File: src/rtl/memoria_compartilhada.sv
// Shared memory behind a coherence bus: 16 x 10-bit blocks served with a fixed
// latency, plus an edge-triggered write-back port that can bypass into a response.
module memoria_compartilhada #(
    parameter int MEM_LATENCY = 2
) (
    input  logic        clock,
    input  logic        reset,
    input  logic [15:0] bus_in,
    input  logic        wb,
    input  logic [15:0] wb_block,
    output logic [15:0] data_mem,
    output logic        mem_valid,
    output logic        busy,
    output logic [7:0]  rd_count,
    output logic [7:0]  wr_count
);

    typedef enum logic [1:0] {IDLE, FETCH, RESP, HOLD} state_t;

    typedef struct packed {
        logic [1:0] msg;
        logic [3:0] tag;
        logic [9:0] rsvd;
    } bus_req_t;

    localparam logic [1:0] MSG_RD_MISS = 2'b00;
    localparam logic [1:0] MSG_WR_MISS = 2'b01;
    localparam logic [3:0] LAT_INIT    = 4'(MEM_LATENCY);

    state_t     state;
    bus_req_t   bus_req;
    bus_req_t   req_q;
    logic [3:0] lat_cnt;
    logic [9:0] mem [16];
    logic       wb_prev;
    logic       wb_rise;
    logic [3:0] wb_tag;
    logic [9:0] wb_data;
    logic [9:0] rd_data;
    logic       req_match;

    assign bus_req   = bus_req_t'(bus_in);
    assign wb_rise   = wb & ~wb_prev;
    assign wb_tag    = wb_block[15:12];
    assign wb_data   = wb_block[9:0];
    assign req_match = (bus_in == 16'(req_q));
    assign busy      = (state != IDLE);

    // A write-back landing on the response edge must be visible in that response.
    assign rd_data = (wb_rise && (wb_tag == req_q.tag)) ? wb_data : mem[req_q.tag];

    always_ff @(posedge clock) begin
        if (!reset) wb_prev <= 1'b0;
        else        wb_prev <= wb;
    end

    // Only write-back ever modifies the array; reset reloads the t+1 pattern.
    always_ff @(posedge clock) begin
        if (!reset) begin
            for (int t = 0; t < 16; t++) mem[t] <= 10'(t + 1);
        end else if (wb_rise) begin
            mem[wb_tag] <= wb_data;
        end
    end

    always_ff @(posedge clock) begin
        if (!reset) begin
            state     <= IDLE;
            req_q     <= '0;
            lat_cnt   <= '0;
            data_mem  <= '0;
            mem_valid <= 1'b0;
            rd_count  <= '0;
            wr_count  <= '0;
        end else begin
            case (state)
                IDLE: begin
                    if (bus_in != 16'h0000) begin
                        req_q <= bus_req;
                        if (!bus_req.msg[1]) begin
                            state   <= FETCH;
                            lat_cnt <= LAT_INIT;
                        end else begin
                            state <= HOLD;
                        end
                    end
                end
                FETCH: begin
                    // A changed bus abandons the miss before anything is counted.
                    if (!req_match) begin
                        state <= IDLE;
                    end else if (lat_cnt <= 4'd1) begin
                        data_mem  <= {req_q.tag, 2'b00, rd_data};
                        mem_valid <= 1'b1;
                        state     <= RESP;
                        if (req_q.msg == MSG_RD_MISS && rd_count != 8'hFF)
                            rd_count <= rd_count + 8'd1;
                        if (req_q.msg == MSG_WR_MISS && wr_count != 8'hFF)
                            wr_count <= wr_count + 8'd1;
                    end else begin
                        lat_cnt <= lat_cnt - 4'd1;
                    end
                end
                RESP: begin
                    if (!req_match) begin
                        data_mem  <= '0;
                        mem_valid <= 1'b0;
                        state     <= IDLE;
                    end
                end
                HOLD: begin
                    if (!req_match) state <= IDLE;
                end
                default: state <= IDLE;
            endcase
        end
    end

endmodule
File: config.mk
export PLATFORM = sky130hd
export DESIGN_NAME = memoria_compartilhada
export DESIGN_NICKNAME = d
export VERILOG_FILES = /design/src/rtl/memoria_compartilhada.sv
export SDC_FILE = /design/constraint.sdc
export NUM_CORES = 1
export LEC_CHECK = 0
export ABC_AREA = 1
export BUFFER_PORTS_ARGS = -buffer_cell sky130_fd_sc_hd__buf_2
export CELL_PAD_IN_SITES_DETAIL_PLACEMENT = 0
export CELL_PAD_IN_SITES_GLOBAL_PLACEMENT = 1
export CORE_MARGIN = 3
export CORE_UTILIZATION = 35
export DETAILED_ROUTE_END_ITERATION = 16
export GPL_ROUTABILITY_DRIVEN = 0
export MAX_ROUTING_LAYER = met4
export PLACE_DENSITY = 0.67
export SLEW_MARGIN = 15
export SYNTH_ARGS = -nofsm -noshare
export SYNTH_HDL_FRONTEND = slang
export SYNTH_SLANG_ARGS = --single-unit
File: constraint.sdc
create_clock -name clock -period 4.3 [get_ports clock]
set_input_delay 0.43 -clock clock [delete_from_list [all_inputs] [get_ports clock]]
set_output_delay 0.43 -clock clock [all_outputs]
set_load 0.005 [all_outputs]
==> flow_summary_export.csv, run 1 <==
group,metric,value,unit
setup_path,worstPathRequired,4710,ps
synth,ys_top_cells_by_area,"edfxtp_1 (46%), nand2_1 (11%), dfxtp_1 (11%)",
place,port-buffer-count,64,
drt,via_per_inst,4.88,
global_routing,grt_antenna_before_repair,5,
clocking,post-cts-setup-buffer-count,0,
drt,drt-initial-drc-count,574,
clocking,cts_sinks,218,
worst_hold_path,hold_class,"input port to flip-flop",
timing,setup_tns,0,ps
drt,first_pass_iters,5,
timing,finClkSkew,29.0,ps
synth,synthAdderAreaFrac,0.00476,
synth,synth-seq-area-share,0.567,
setup_path,crit_type,"flip-flop to flip-flop",
timing,whs,146,ps
drt,drc,0,
clocking,tritoncts,"yes",
setup_path,reg2reg_to,"data_mem[5]",
cells_and_area,layout.cells.most_common,"nand2_1",
floorplan,die_h,179,um
clocking,numCtsBuffers,25,
synth,yosys.area.top_type_share,0.457,
worst_hold_path,whs_path_depth,3,
global_routing,grtUsageTotal,0.185,
floorplan,rows,62,
flow_run,max_cap_viol_count,0,
drt,antenna_left,0,
synth,avgSynthCellArea,8.48,um^2
timing,tightestPinTransition,970,ps
setup_path,r2r_setup_slack,1870,ps
synth,synth_cell_type_count,36,
synth,synth_compound_area_frac,0.0583,
synth,synthCells,1239,
clocking,cts_hold_buf,0,
worst_hold_path,min_to,"wb_prev",
outcome,outcome,"complete, no violations",
global_routing,grt.overflow.total,0,
synth,synth-xor-area-share,0.0100,
timing,fin_crit_sh,0.564,
timing,worst_slack,1870,ps
drt,vias,8227,
timing,rsz0062_at_grt,"no",
cells_and_area,instances_no_fill,1687,
floorplan,fp.dieW,179,um
drt,drt-total-wl,29000,um
place,hpwl,19200,um
synth,synthSimpleGateAreaFrac,0.296,
synth,mappedNetlistArea,0.0105,mm^2
clocking,cts_buffer_depth,3,
pwr,vdd_drop_max,0.263,mV
timing,hold_violations,0,
pwr,cellLeakagePower,4.98,nW
cells_and_area,most-common-layout-cells,"nand2_1 (310), nor2_1 (264), edfxtp_1 (160)",
place,dp_slack,1660,ps
timing,slew_viol_final,0,
timing,relSlewSlack,0.352,
clocking,cts-root-buf,"clkbuf_16",
synth,ys_warn_count,0,
clocking,htreeDepth,1,
place,placedCellCount,1638,
drt,routedWlPerCell,17.2,um
floorplan,coreArea,0.0292,mm^2
synth,ys_ff_latch,218,
place,place_area,0.0111,mm^2
cells_and_area,final_core_util,0.412,
cells_and_area,area_growth_syn_to_layout,14.2,%
synth,synth_top_family_by_area,"simple AND/OR/NAND/NOR gates",
cells_and_area,drive_gt1_frac,0.130,
synth,synth_largest_area_cell,"edfxtp_1",
timing,finalSetupViolCount,0,
synth,synthMuxAreaShare,0,
setup_path,cp.arrival,2840,ps
clocking,cts-resized-gates,0,
setup_path,reg2reg_depth,10,
clocking,cts.clk_slew.worst_paths,60,ps
floorplan,die_area,0.0322,mm^2
global_routing,grt_pass1_vias,7840,
timing,fin_crit,2430,ps
timing,clock.fmax,0.412,GHz
setup_path,cp-start-kind,"flip-flop",
global_routing,grt_max_degree,81,
clocking,clkLatencyLatePin,530,ps
pwr,p_total,5.19,mW
cells_and_area,layout.nets,1320,
setup_path,cp_max_fo,67,
global_routing,grt_pass1_wl,44100,um
floorplan,ioPinCount,69,
pwr,powerDensity,432,mW/mm^2
setup_path,cp-end-kind,"flip-flop",
cells_and_area,finalInstanceArea,0.0120,mm^2
cells_and_area,fillers,2937,
worst_hold_path,hold_start,"reset",
floorplan,start_util,0.360,
[report_power, final]
part           switching [mW]  internal, mW
Combinational           0.407         0.143
Sequential             0.0396          2.32
Clock                   0.886          1.39
[state kept, by name (all words and copies together) (netlist names), named ones only]
name and cells:
wr_count 8, lat_cnt 4, state 2, wb_prev 1
data_mem 14, mem_valid 1, rd_count 8, mem 160
req_q 16
[critical path: stages (launching register included)]
cell      delay (ps)
dfxtp_2          330
clkinv_2         690
buf_4            470
nand2_1           90
nand2_1           50
nand2_1           50
nand3_1          140
nand3_1          130
nand3_1          100
nand3_1          140
a21oi_2           60
[layer usage]
metal	vias to the layer above	global-route usage	routed length (um)
li1	4112	-	-
met1	3890	0.229	12300
met2	179	0.315	14500
met3	46	0.0286	1370
met4	0	0.0554	828
met5	-	-	0
[kinds of logic after synthesis]
| logic type | Yosys count |
|---|---|
| buffers and inverters | 162 |
| xor gates and xnor gates | 12 |
| DFF | 218 |
| AOI/OAI and AO/OA | 115 |
| adders and majority gates | 4 |
| and+or+nand+nor | 727 |
| other | 1 |
[area by class of cell]
cell class | instances | area (um^2) | area share
clock inverter | 15 | 205 | 0.0171
sequential | 218 | 5970 | 0.497
antenna | 5 | 12.5 | 0.00104
timing repair buffer | 71 | 373 | 0.0310
clock buffer | 29 | 683 | 0.0569
multi-input combinational | 860 | 3890 | 0.324
tap | 384 | 480 | 0.0400
inverter | 105 | 398 | 0.0331
[cell usage after synthesis (all sizes together)]
master and instances:
xnor2 2, nor3 3, nand4 7, clkbuf 40, inv 78, buf 17, o22ai 3, or2 2
nand3 121, xor2 10, edfxtp 160, dfxtp 58, a21oi 52, nand2 320, o21ai 60, conb 1
ha 4, nor2 274, clkinv 27
[worst max-delay path by stage]
stage                          from     endpoint  slack, ps
after floorplan               reset   mem[11][0]       2510
after global placement           wb    mem[7][6]       1710
after detailed placement         wb    mem[7][6]       1660
after CTS                 flip-flop  data_mem[9]       1880
after global routing      flip-flop  data_mem[5]       1640
final                     flip-flop  data_mem[5]       1870
No activity file was read; power rests on OpenSTA's default activity.
==> inputs of run 2 (changes only) <==
Settings changed: PLACE_DENSITY 0.67 to 0.7.
Clock period 4.3 ns to 2.2 ns, I/O delays scaled along.
==> flow_summary_export.csv, run 2 (same netlist as run 1, synthesis figures left out) <==
group,metric,value,unit
outcome,outcome,"complete, no violations",
floorplan,die_h,179,um
timing,rsz0062_at_grt,"no",
setup_path,reg2reg_to,"mem[4][1]",
timing,fin_crit_sh,0.949,
timing,tightestPinTransition,833,ps
worst_hold_path,hold_start,"bus_in[1]",
place,hpwl,19800,um
global_routing,grt_max_degree,41,
clocking,htreeDepth,1,
timing,clock.fmax,0.479,GHz
drt,via_per_inst,4.81,
drt,vias,8317,
cells_and_area,largest_reg_flops,160,
cells_and_area,area_growth_syn_to_layout,16.3,%
floorplan,die_area,0.0322,mm^2
worst_hold_path,hold_class,"input port to flip-flop",
pwr,vdd_drop_max,0.454,mV
drt,first_pass_iters,5,
drt,drt-total-wl,28700,um
setup_path,cp-start-kind,"input port",
drt,antenna_left,0,
setup_path,worstPathCellList,"dlygate4sd3_1, buf_2, nand2_1, nor2_1, nand2_1, nor2_1, clkinv_1, nand2_1",
timing,setup_tns,0,ps
setup_path,slowest_stage,"dlygate4sd3_1",
pwr,cellLeakagePower,5.12,nW
clocking,tritoncts,"yes",
drt,drc,0,
setup_path,r2r_setup_slack,220,ps
clocking,cts.clk_slew.worst_paths,60,ps
cells_and_area,fillers,2970,
clocking,cts_buffer_depth,3,
timing,whs,24.5,ps
pwr,powerDensity,789,mW/mm^2
cells_and_area,layout.cells.most_common,"nand2_1",
clocking,clkLatencyLatePin,510,ps
floorplan,start_util,0.360,
setup_path,cp.arrival,2230,ps
flow_run,max_cap_viol_count,0,
drt,routedWlPerCell,16.6,um
setup_path,crit-reg2reg-launch,"wb_prev",
global_routing,grt.overflow.total,0,
global_routing,grtUsageTotal,0.182,
setup_path,crit_path_frequent_cell,"nand2_1",
worst_hold_path,min_to,"req_q[1]",
clocking,numCtsBuffers,25,
cells_and_area,multi_input_area,0.00389,mm^2
setup_path,crit_type,"input port to flip-flop",
global_routing,grt_antenna_before_repair,4,
setup_path,slowest_delay,520,ps
clocking,post-cts-setup-buffer-count,0,
timing,hold_violations,0,
setup_path,cp_max_fo,10,
cells_and_area,register_area,0.00597,mm^2
cells_and_area,layout.nets,1361,
timing,finClkSkew,13.8,ps
clocking,cts_sinks,218,
place,port-buffer-count,64,
floorplan,rows,62,
global_routing,grt_pass1_vias,7853,
floorplan,fp.dieW,179,um
cells_and_area,reg_top3,"mem x160, req_q x16, data_mem x14",
drt,drt-initial-drc-count,573,
cells_and_area,most-common-layout-cells,"nand2_1 (309), nor2_1 (264), edfxtp_1 (160)",
timing,fin_crit,2090,ps
clocking,cts-root-buf,"clkbuf_16",
timing,slew_viol_final,0,
setup_path,cp-end-kind,"flip-flop",
timing,relSlewSlack,0.441,
worst_hold_path,whs_path_depth,3,
timing,finalSetupViolCount,0,
setup_path,reg2reg_depth,5,
floorplan,coreArea,0.0292,mm^2
floorplan,ioPinCount,69,
cells_and_area,drive_gt1_frac,0.152,
cells_and_area,top_register,"mem",
global_routing,grt_pass1_wl,43600,um
setup_path,worstPathRequired,2340,ps
-- run 2: layer usage --
metal | track usage | wire length [um] | vias to the layer above
met5 | - | 0 | -
met4 | 0.0467 | 680 | 0
met3 | 0.0286 | 1490 | 43
met2 | 0.308 | 14000 | 180
met1 | 0.229 | 12600 | 3890
li1 | - | - | 4204
-- run 2: cell type report --
type | instances | area share
Antenna cell | 4 | 0.000818
Timing Repair Buffer | 112 | 0.0583
Tap cell | 384 | 0.0393
Sequential cell | 218 | 0.488
Clock inverter | 12 | 0.00685
Inverter | 105 | 0.0324
Multi-Input combinational cell | 860 | 0.318
Clock buffer | 33 | 0.0561
-- run 2: power breakdown --
group          internal, mW  switching (mW)
registers              4.54          0.0623
clock network          2.29            1.61
logic                 0.331           0.815
total                  7.16            2.48
-- run 2: through the flow --
step / worst slack, ps / std cells / power (mW) / area, um^2 / util
after global routing: 9.59 / 1728 / 10.1 / 12200 / 0.419
after floorplan: 586 / 1240 / 5.41 / 10500 / -
after detailed placement: 141 / 1676 / 5.84 / 11400 / 0.391
final: 112 / 1728 / 9.64 / 12200 / 0.419
after global placement: 185 / 1676 / 5.83 / 11400 / 0.391
after CTS: 150 / 1724 / 9.75 / 12200 / 0.419
-- run 2: worst max-delay path by stage --
stage	start	endpoint	depth (start not counted)
2_1_floorplan	wb_prev	mem[11][0]	5
5_1_grt	wb	mem[4][5]	8
6_report	wb	mem[4][1]	8
3_5_place_dp	reset	mem[10][2]	7
3_3_place_gp	reset	mem[10][5]	7
4_1_cts	wb	mem[10][2]	8
-- run 2: worst max-delay path: cells and delay by family --
family                 cells  cell delay (ps)
AND/OR/NAND/NOR            5             1230
buffers and inverters      3              760
-- run 2: timing repair --
item / CTS / global route
resized for setup: 0 / 1
setup endpoints to repair: 0 / 10
endpoints found under the hold margin: 2 / 0
hold buffers: 3 / 0
==> inputs of run 3 (changes only) <==
Settings changed: HOLD_SLACK_MARGIN set to 0.12, PLACE_DENSITY 0.7 to 0.67.
Clock period 2.2 ns to 2.64 ns, I/O delays scaled along.
==> flow_summary_export.csv, run 3 (same netlist as run 1, synthesis figures left out) <==
group,metric,value,unit
clocking,tritoncts,"yes",
setup_path,slowest_stage,"dlygate4sd3_1",
timing,fin_crit,2240,ps
outcome,outcome,"complete, no violations",
cells_and_area,instances_no_fill,1726,
global_routing,grt_max_degree,64,
clocking,post-cts-setup-buffer-count,0,
global_routing,grt_antenna_before_repair,4,
place,hpwl,19500,um
drt,via_per_inst,4.77,
drt,drc,0,
cells_and_area,area_growth_syn_to_layout,17.0,%
floorplan,coreArea,0.0292,mm^2
drt,first_pass_iters,5,
pwr,powerDensity,673,mW/mm^2
place,port-buffer-count,64,
timing,rsz0062_at_grt,"no",
clocking,cts_sinks,218,
setup_path,cp-start-kind,"input port",
cells_and_area,most-common-layout-cells,"nand2_1 (310), nor2_1 (264), edfxtp_1 (160)",
global_routing,grt_pass1_wl,44100,um
cells_and_area,drive_gt1_frac,0.141,
clocking,cts-root-buf,"clkbuf_16",
floorplan,ioPinCount,69,
floorplan,die_h,179,um
timing,finalSetupViolCount,0,
clocking,numCtsBuffers,25,
pwr,cellLeakagePower,5.13,nW
setup_path,cp.arrival,2420,ps
global_routing,met1_usage,0.235,
drt,vias,8241,
timing,setup_tns,0,ps
floorplan,die_area,0.0322,mm^2
flow_run,max_cap_viol_count,0,
setup_path,cp_max_fo,10,
floorplan,rows,62,
timing,slew_viol_final,0,
setup_path,crit_type,"input port to flip-flop",
global_routing,gr-usage-met2,0.309,
global_routing,grt.busiest_layer,"met2",
cells_and_area,reg_top3,"mem x160, req_q x16, data_mem x14",
clocking,clkLatencyLatePin,520,ps
clocking,cts-resized-gates,0,
global_routing,grt_pass1_vias,7957,
global_routing,met3_usage,0.0271,
drt,drt-initial-drc-count,618,
floorplan,start_util,0.360,
timing,relSlewSlack,0.479,
timing,fin_crit_sh,0.850,
timing,hold_violations,0,
setup_path,worstPathCellList,"dlygate4sd3_1, buf_2, nand2_1, nor2_1, nand3_1, nor2_1, clkinv_1, nand2_1",
global_routing,grt.overflow.total,0,
setup_path,slowest_delay,520,ps
timing,clock.fmax,0.445,GHz
setup_path,worstPathRequired,2810,ps
drt,routedWlPerCell,16.6,um
global_routing,grtUsageTotal,0.185,
cells_and_area,layout.cells.most_common,"nand2_1",
cells_and_area,layout.nets,1359,
timing,whs,149,ps
cells_and_area,largest_reg_flops,160,
clocking,htreeDepth,1,
drt,drt-total-wl,28700,um
place,placedCellCount,1660,
worst_hold_path,hold_class,"input port to flip-flop",
clocking,cts.clk_slew.worst_paths,60,ps
floorplan,fp.dieW,179,um
pwr,p_total,8.28,mW
setup_path,cp-end-kind,"flip-flop",
timing,finClkSkew,17.0,ps
cells_and_area,top_register,"mem",
pwr,vdd_drop_max,0.415,mV
clocking,cts_buffer_depth,3,
timing,tightestPinTransition,776,ps
drt,antenna_left,0,
## run 3: cell types whose count changed in the layout (fill, tap and decap cells not counted)
| cell | previous run | this run |
|---|---|---|
| buf_4 | 43 | 27 |
| dlygate4sd3_1 | 3 | 17 |
| bufinv_16 | 1 | 4 |
| clkbuf_8 | 3 | 0 |
| clkbuf_1 | 5 | 3 |
| clkinvlp_4 | 1 | 2 |
| inv_6 | 0 | 1 |
| nand2_1 | 309 | 310 |
| nand2_2 | 9 | 8 |
## run 3: worst paths after layout
kind	end	slack, ps	from	cells after the start
min reg2reg	lat_cnt[0]	460	lat_cnt[0]	1
max	mem[3][7]	400	reset	8
min	flip-flop	150	bus_in[12]	3
max reg2reg	mem[3][7]	550	wb_prev	5
## run 3: metal layers
metal	part of all wire	vias up
li1	-	4194
met1	0.44	3840
met2	0.49	160
met3	0.047	47
met4	0.025	0
met5	0	-
## run 3: timing repair
item | CTS | global route
hold buffers | 17 | 0
endpoints found under the setup margin | 0 | 0
hold endpoints to repair | 19 | 0
## run 3: final cells by class
class | instances | area (um^2)
Clock buffer | 28 | 637
Inverter | 105 | 397
Multi-Input combinational cell | 860 | 3890
Antenna cell | 4 | 10.0
Timing Repair Buffer | 110 | 733
Fill cell | 2954 | 16900
Tap cell | 384 | 480
Sequential cell | 218 | 5970
Clock inverter | 17 | 190
## run 3: critical path: cells and delay by family
kind / cells / cell delay (ps)
and+or+nand+nor: 5 / 1270
buffers and inverters: 3 / 890
## run 3: report_power, final
part	internal [mW]	switching [mW]	total (mW)
combinational	0.271	0.674	0.945
clock	2.12	1.38	3.50
sequential	3.78	0.0532	3.83
## run 3: metrics by stage
step | instance area, um^2 | util | setup slack, ps
CTS | 12300 | 0.422 | 376
global placement | 11300 | 0.387 | 413
global route | 12300 | 0.422 | 179
finish | 12300 | 0.422 | 395
floorplan | 10500 | - | 1010
detailed placement | 11300 | 0.387 | 365
